**config.mk**
```make
export PLATFORM = sky130hd
export DESIGN_NAME = dezigzag_dequant
export DESIGN_NICKNAME = d
export VERILOG_FILES = /design/src/rtl/idct_pkg.sv /design/src/rtl/dq_mul_sat.sv /design/src/rtl/dezigzag_dequant.sv
export SDC_FILE = /design/constraint.sdc
export NUM_CORES = 2
export LEC_CHECK = 0
export BUFFER_PORTS_ARGS = -buffer_cell sky130_fd_sc_hd__buf_4
export CORE_ASPECT_RATIO = 1.75
export CORE_UTILIZATION = 33
export CTS_CLUSTER_SIZE = 40
export DETAILED_ROUTE_END_ITERATION = 16
export PLACE_DENSITY = 0.55
export SETUP_SLACK_MARGIN = 0.2
export SKIP_CTS_REPAIR_TIMING = 1
export SYNTH_ARGS = -nofsm -noshare
export SYNTH_HDL_FRONTEND = slang
export SYNTH_SLANG_ARGS = --single-unit
```
**constraint.sdc**
```tcl
create_clock -name clk -period 31.6 [get_ports clk]
set_input_delay 9.48 -clock clk [delete_from_list [all_inputs] [get_ports clk]]
set_output_delay 9.48 -clock clk [all_outputs]
set_load 0.05 [all_outputs]
```
**src/rtl/idct_pkg.sv**
```systemverilog
// Shared definitions for the IDCT front end: coefficient width, quant-entry
// width, block buffer states and the zigzag scan table.
package idct_pkg;

  localparam int ML_DEFAULT = 16;
  localparam int QW         = 8;
  localparam int NCOEF      = 64;

  typedef enum logic [1:0] {
    BUF_EMPTY,
    BUF_FILL,
    BUF_FULL
  } buf_state_e;

  // ZZ[k] is the natural row-major position of the k-th coefficient in scan order.
  localparam logic [5:0] ZZ [NCOEF] = '{
     0,  1,  8, 16,  9,  2,  3, 10,
    17, 24, 32, 25, 18, 11,  4,  5,
    12, 19, 26, 33, 40, 48, 41, 34,
    27, 20, 13,  6,  7, 14, 21, 28,
    35, 42, 49, 56, 57, 50, 43, 36,
    29, 22, 15, 23, 30, 37, 44, 51,
    58, 59, 52, 45, 38, 31, 39, 46,
    53, 60, 61, 54, 47, 55, 62, 63
  };

endpackage

```
**src/rtl/dq_mul_sat.sv**
```systemverilog
// Dequantizer arithmetic: signed coefficient times unsigned quant entry,
// saturated back to the coefficient width.
module dq_mul_sat
  import idct_pkg::*;
#(
  parameter int ML = ML_DEFAULT
) (
  input  logic signed [ML-1:0] coef,
  input  logic        [QW-1:0] q,
  output logic signed [ML-1:0] result
);

  localparam int PW = ML + QW;

  logic signed [PW-1:0] prod;
  logic                 overflow;

  always_comb begin
    prod = $signed({{QW{coef[ML-1]}}, coef}) * $signed({{ML{1'b0}}, q});
    // The product fits in ML bits only when every bit above ML-2 copies the sign.
    overflow = !((&prod[PW-1:ML-1]) || !(|prod[PW-1:ML-1]));
    if (overflow) begin
      result = prod[PW-1] ? {1'b1, {(ML-1){1'b0}}} : {1'b0, {(ML-1){1'b1}}};
    end else begin
      result = prod[ML-1:0];
    end
  end

endmodule

```
**src/rtl/dezigzag_dequant.sv**
```systemverilog
// Collects zigzag-ordered quantized coefficients, dequantizes them and
// presents full natural-order blocks from a pair of ping-pong buffers.
module dezigzag_dequant
  import idct_pkg::*;
#(
  parameter int ML = ML_DEFAULT
) (
  input  logic                 clk,
  input  logic                 rst,
  input  logic signed [ML-1:0] in_coef,
  input  logic                 in_eob,
  input  logic                 in_valid,
  output logic                 in_ready,
  input  logic                 qt_we,
  input  logic [5:0]           qt_addr,
  input  logic [QW-1:0]        qt_data,
  output logic [ML*64-1:0]     out_block,
  output logic                 out_valid,
  input  logic                 out_ready
);

  buf_state_e state_q [2];
  buf_state_e state_d [2];
  logic       wr_ptr_q, wr_ptr_d;
  logic       rd_ptr_q, rd_ptr_d;
  logic [5:0] k_q, k_d;
  logic       in_ready_d, out_valid_d;

  logic [ML-1:0] mem    [2][NCOEF];
  logic [63:0]   mask_q [2];
  logic [QW-1:0] qt     [NCOEF];

  logic                 accept, rel, last;
  logic [5:0]           nat;
  logic signed [ML-1:0] dq;

  assign accept = in_valid && in_ready;
  assign rel    = out_valid && out_ready;
  assign last   = accept && ((k_q == 6'd63) || in_eob);
  assign nat    = ZZ[k_q];

  dq_mul_sat #(.ML(ML)) u_dq_mul_sat (
    .coef   (in_coef),
    .q      (qt[nat]),
    .result (dq)
  );

  // State register
  always_ff @(posedge clk or posedge rst) begin
    if (rst) begin
      state_q   <= '{BUF_EMPTY, BUF_EMPTY};
      wr_ptr_q  <= 1'b0;
      rd_ptr_q  <= 1'b0;
      k_q       <= '0;
      in_ready  <= 1'b1;
      out_valid <= 1'b0;
    end else begin
      state_q   <= state_d;
      wr_ptr_q  <= wr_ptr_d;
      rd_ptr_q  <= rd_ptr_d;
      k_q       <= k_d;
      in_ready  <= in_ready_d;
      out_valid <= out_valid_d;
    end
  end

  // Next state. An accept and a release never hit the same buffer: accepts
  // need a non-FULL buffer, releases a FULL one.
  always_comb begin
    // NOTE: every variable gets a default before any branch so no latch is inferred.
    state_d  = state_q;
    wr_ptr_d = wr_ptr_q;
    rd_ptr_d = rd_ptr_q;
    k_d      = k_q;
    if (accept) begin
      state_d[wr_ptr_q] = last ? BUF_FULL : BUF_FILL;
      if (last) begin
        k_d      = '0;
        wr_ptr_d = ~wr_ptr_q;
      end else begin
        k_d = k_q + 6'd1;
      end
    end
    if (rel) begin
      state_d[rd_ptr_q] = BUF_EMPTY;
      rd_ptr_d          = ~rd_ptr_q;
    end
  end

  // Outputs: handshake flags are registered from the next state; the block
  // view masks out positions not written since the buffer was last released.
  always_comb begin
    in_ready_d  = (state_d[wr_ptr_d] != BUF_FULL);
    out_valid_d = (state_d[rd_ptr_d] == BUF_FULL);
    for (int n = 0; n < NCOEF; n++) begin
      out_block[n*ML +: ML] = mask_q[rd_ptr_q][n] ? mem[rd_ptr_q][n] : '0;
    end
  end

  // NOTE: coefficient storage has no reset; the written mask decides what is visible.
  always_ff @(posedge clk) begin
    if (accept) begin
      mem[wr_ptr_q][nat] <= dq;
    end
  end

  always_ff @(posedge clk or posedge rst) begin
    if (rst) begin
      mask_q <= '{default: '0};
    end else begin
      if (accept) begin
        mask_q[wr_ptr_q][nat] <= 1'b1;
      end
      if (rel) begin
        mask_q[rd_ptr_q] <= '0;
      end
    end
  end

  // Quant table; a same-cycle accept still reads the old entry.
  always_ff @(posedge clk or posedge rst) begin
    if (rst) begin
      for (int i = 0; i < NCOEF; i++) begin
        qt[i] <= QW'(1);
      end
    end else if (qt_we) begin
      qt[qt_addr] <= qt_data;
    end
  end

endmodule

```
==> results.tsv <==
stage	metric	value	unit
run_status	status	finished, violations left	
run_status	failing checks	max-slew violations	
critical_path	max incr delay on CP	0.92	ns
synth	Post-synth EDFFs	2048	
synth	register area share after synthesis	69.6	%
clock_network	CTS Sinks	2702	
timing	Hold Violations, Final	0	
timing	unrepaired setup endpoints after global routing	no	
clock_network	CTS Root Cell	clkbuf_16	
timing	crit share post-route	53.2	%
placed_design	global placement routability congestion	0.861	
route	Detailed Route WL	390000	um
die	die area	0.342	sq mm
synth	Seq cells post-synth	2702	
critical_path	critical path endpoint category	output pin	
timing	Worst Skew	0.0733	ns
synth	Syn. warnings	0	
grt	GR Layer Usage met1	26.2	%
finish	Nets	8924	
route	drt first pass iters	8	
grt	grt total ovfl	0	
placed_design	IO Port Bufs	1061	
route	initial drt markers	4817	
critical_path	CP Data Arrival Time	7.34	ns
finish	Finished Core Util	40.0	%
timing	worst-margin pin slew	1.59	ns
grt	global routing usage on met2	39.4	%
synth	Mapped Nets	7732	
finish	P&R area growth vs syn	20.4	%
synth	top cells by area, synth	edfxtp_1 (55%), dfrtp_1 (13%), mux2i_1 (10%)	
route	Vias	68699	
critical_path	flop2flop setup slack	17.92	ns
synth	top-count cell post-synth	edfxtp_1	
synth	Post-synth top cells	edfxtp_1 (2,048), nor2_1 (1,417), mux2i_1 (1,120)	
die	row count	282	
finish	cell area after layout	0.135	sq mm
timing	Min Clock Period, post-route	16.82	ns
synth	area leader, netlist	edfxtp_1	
timing	fmax	0.0595	GHz
grt	met3 Use GR	3.41	%
clock_network	CTS tree	done	
run	maxcap violations	0	
clock_network	worst-skew pair later-pin latency	0.92	ns
die	core area	0.337	sq mm
synth	post-synthesis cell area	0.112	sq mm
placed_design	post-DP HPWL	259000	um
route	vias per cell	5.15	
critical_path	CP max FO	118	
clock_network	H-tree levels	5	
worst_hold_path	Hold Path Class	reg -> reg	
die	Die Y	773	um
synth	Syn Area/Cell	14.9	sq um
route	residual DRC count	0	
clock_network	clock buffer count from CTS	267	
clock_network	Worst-path clk slew	0.06	ns
timing	Slew Limit Headroom	-5.95	%
die	Initial Utilization	33.2	%
grt	GRT Util Overall	22.2	%
synth	synthesized instance count	7536	
critical_path	Data required, critical path	22.12	ns
critical_path	critical path cell sequence	buf_12 > buf_4 > buf_4 > buf_4 > buf_4 > mux2i_1 > buf_4 > nor2_1 > buf_4	
route	Routed Antenna Nets	0	
grt	busiest metal layer after global routing	met2	
grt	antenna violations before repair	22	
critical_path	WS Path Type	reg -> out	
clock_network	maximum root-to-sink buffer count	4	
critical_path	Critical-path top delay cell	buf_4	
critical_path	Most common cell on crit path	buf_4	
die	Die Span X	443	um
timing	Final Max Tran Viols	30	
critical_path	CP top delay family	buffers and inverters	
finish	share of layout cells above drive strength 1	27.7	%
synth	async set-reset flop share out of synthesis	24.2	%
synth	unique cell type count in the Yosys netlist	94	
timing	setup TNS	0	ns
timing	final setup fails	0	
route	routed len/inst	29.2	um
synth	top_reg_cell synth	edfxtp_1	
die	io pins	1062	
grt	vias in the first global route	70055	
grt	pin count of the biggest net entering global routing	159	
placed_design	placed inst area	0.126	sq mm
grt	global-route wire length before repair	543000	um
critical_path	startpoint types	register	
critical_path	buffers plus inverters on the worst setup path	7	
synth	Synth top area share	54.9	%
metrics by stage:
stage | setup slack [ns] | instances | hold slack (ns)
global route | 14.46 | 13334 | 0.504
global placement | 14.15 | 12860 | 0.472
detailed placement | 14.21 | 12860 | 0.480
floorplan | 3.90 | 7536 | 0.463
finish | 14.78 | 13344 | 0.490
CTS | 14.62 | 13331 | 0.493
worst paths after layout:
check | startpoint | endpoint | cells after the start
min in group asynchronous | rst | mask_q[123]$_DFF_PP0_ | 2
max | rd_ptr_q$_DFF_PP0_ | out_block[375] | 9
min | mask_q[113]$_DFF_PP0_ | mask_q[113]$_DFF_PP0_ | 1
max in group asynchronous | rst | mask_q[44]$_DFF_PP0_ | 5
max reg2reg | k_q[0]$_DFFE_PP0P_ | mem[0][113]$_DFFE_PP_ | 36
min reg2reg | mask_q[113]$_DFF_PP0_ | mask_q[113]$_DFF_PP0_ | 1
registers in the layout, summed over array words and instances (netlist names):
signal / cells
state_q: 4
mask_q: 128
in_ready: 1
qt: 512
mem: 2048
out_valid: 1
rd_ptr_q: 1
k_q: 6
wr_ptr_q: 1
layout make-up:
cell class / instances / area, sq um
sequential: 2702 / 77900
clock buffer: 353 / 7280
antenna: 12 / 30.0
clock inverter: 118 / 1110
tap: 4402 / 5510
inverter: 173 / 657
timing repair buffer: 1316 / 10000
fill: 31497 / 202000
multi-input combinational: 4268 / 32400
metal layers:
metal  routed length [um]  share of wire, %  up-vias
met4                20200               5.2       14
li1                     -                 -    29702
met3                20700               5.3      645
met2               199000                51     2429
met5                   85             0.022        -
met1               149000                38    35909
logic make-up after synthesis:
family / share of synthesized area [%]
AOI/OAI and AO/OA: 2.49
xor gates and xnor gates: 0.211
adders and majority gates: 2.46
buffers and inverters: 2.05
DFF: 69.6
muxes: 15.9
and+or+nand+nor: 7.35
layout by cell type, fill, tap and decap left out, types with 35 or more instances in the layout:
cell type / instances
o21a_1: 44
nand3_1: 105
buf_4: 1306
mux2_2: 535
a21oi_1: 42
nand2_1: 282
clkbuf_16: 274
o221ai_1: 35
dfstp_2: 65
dfrtp_1: 588
ha_1: 60
o22ai_1: 35
nor2_1: 1359
clkinv_2: 43
fa_1: 100
inv_1: 171
nor2_2: 55
clkbuf_1: 66
edfxtp_1: 2048
mux2i_1: 1099
o21ai_0: 60
and2_1: 50
Power is not shown: default switching activity piles up to over one toggle a cycle in this logic, so the estimate is an artifact.
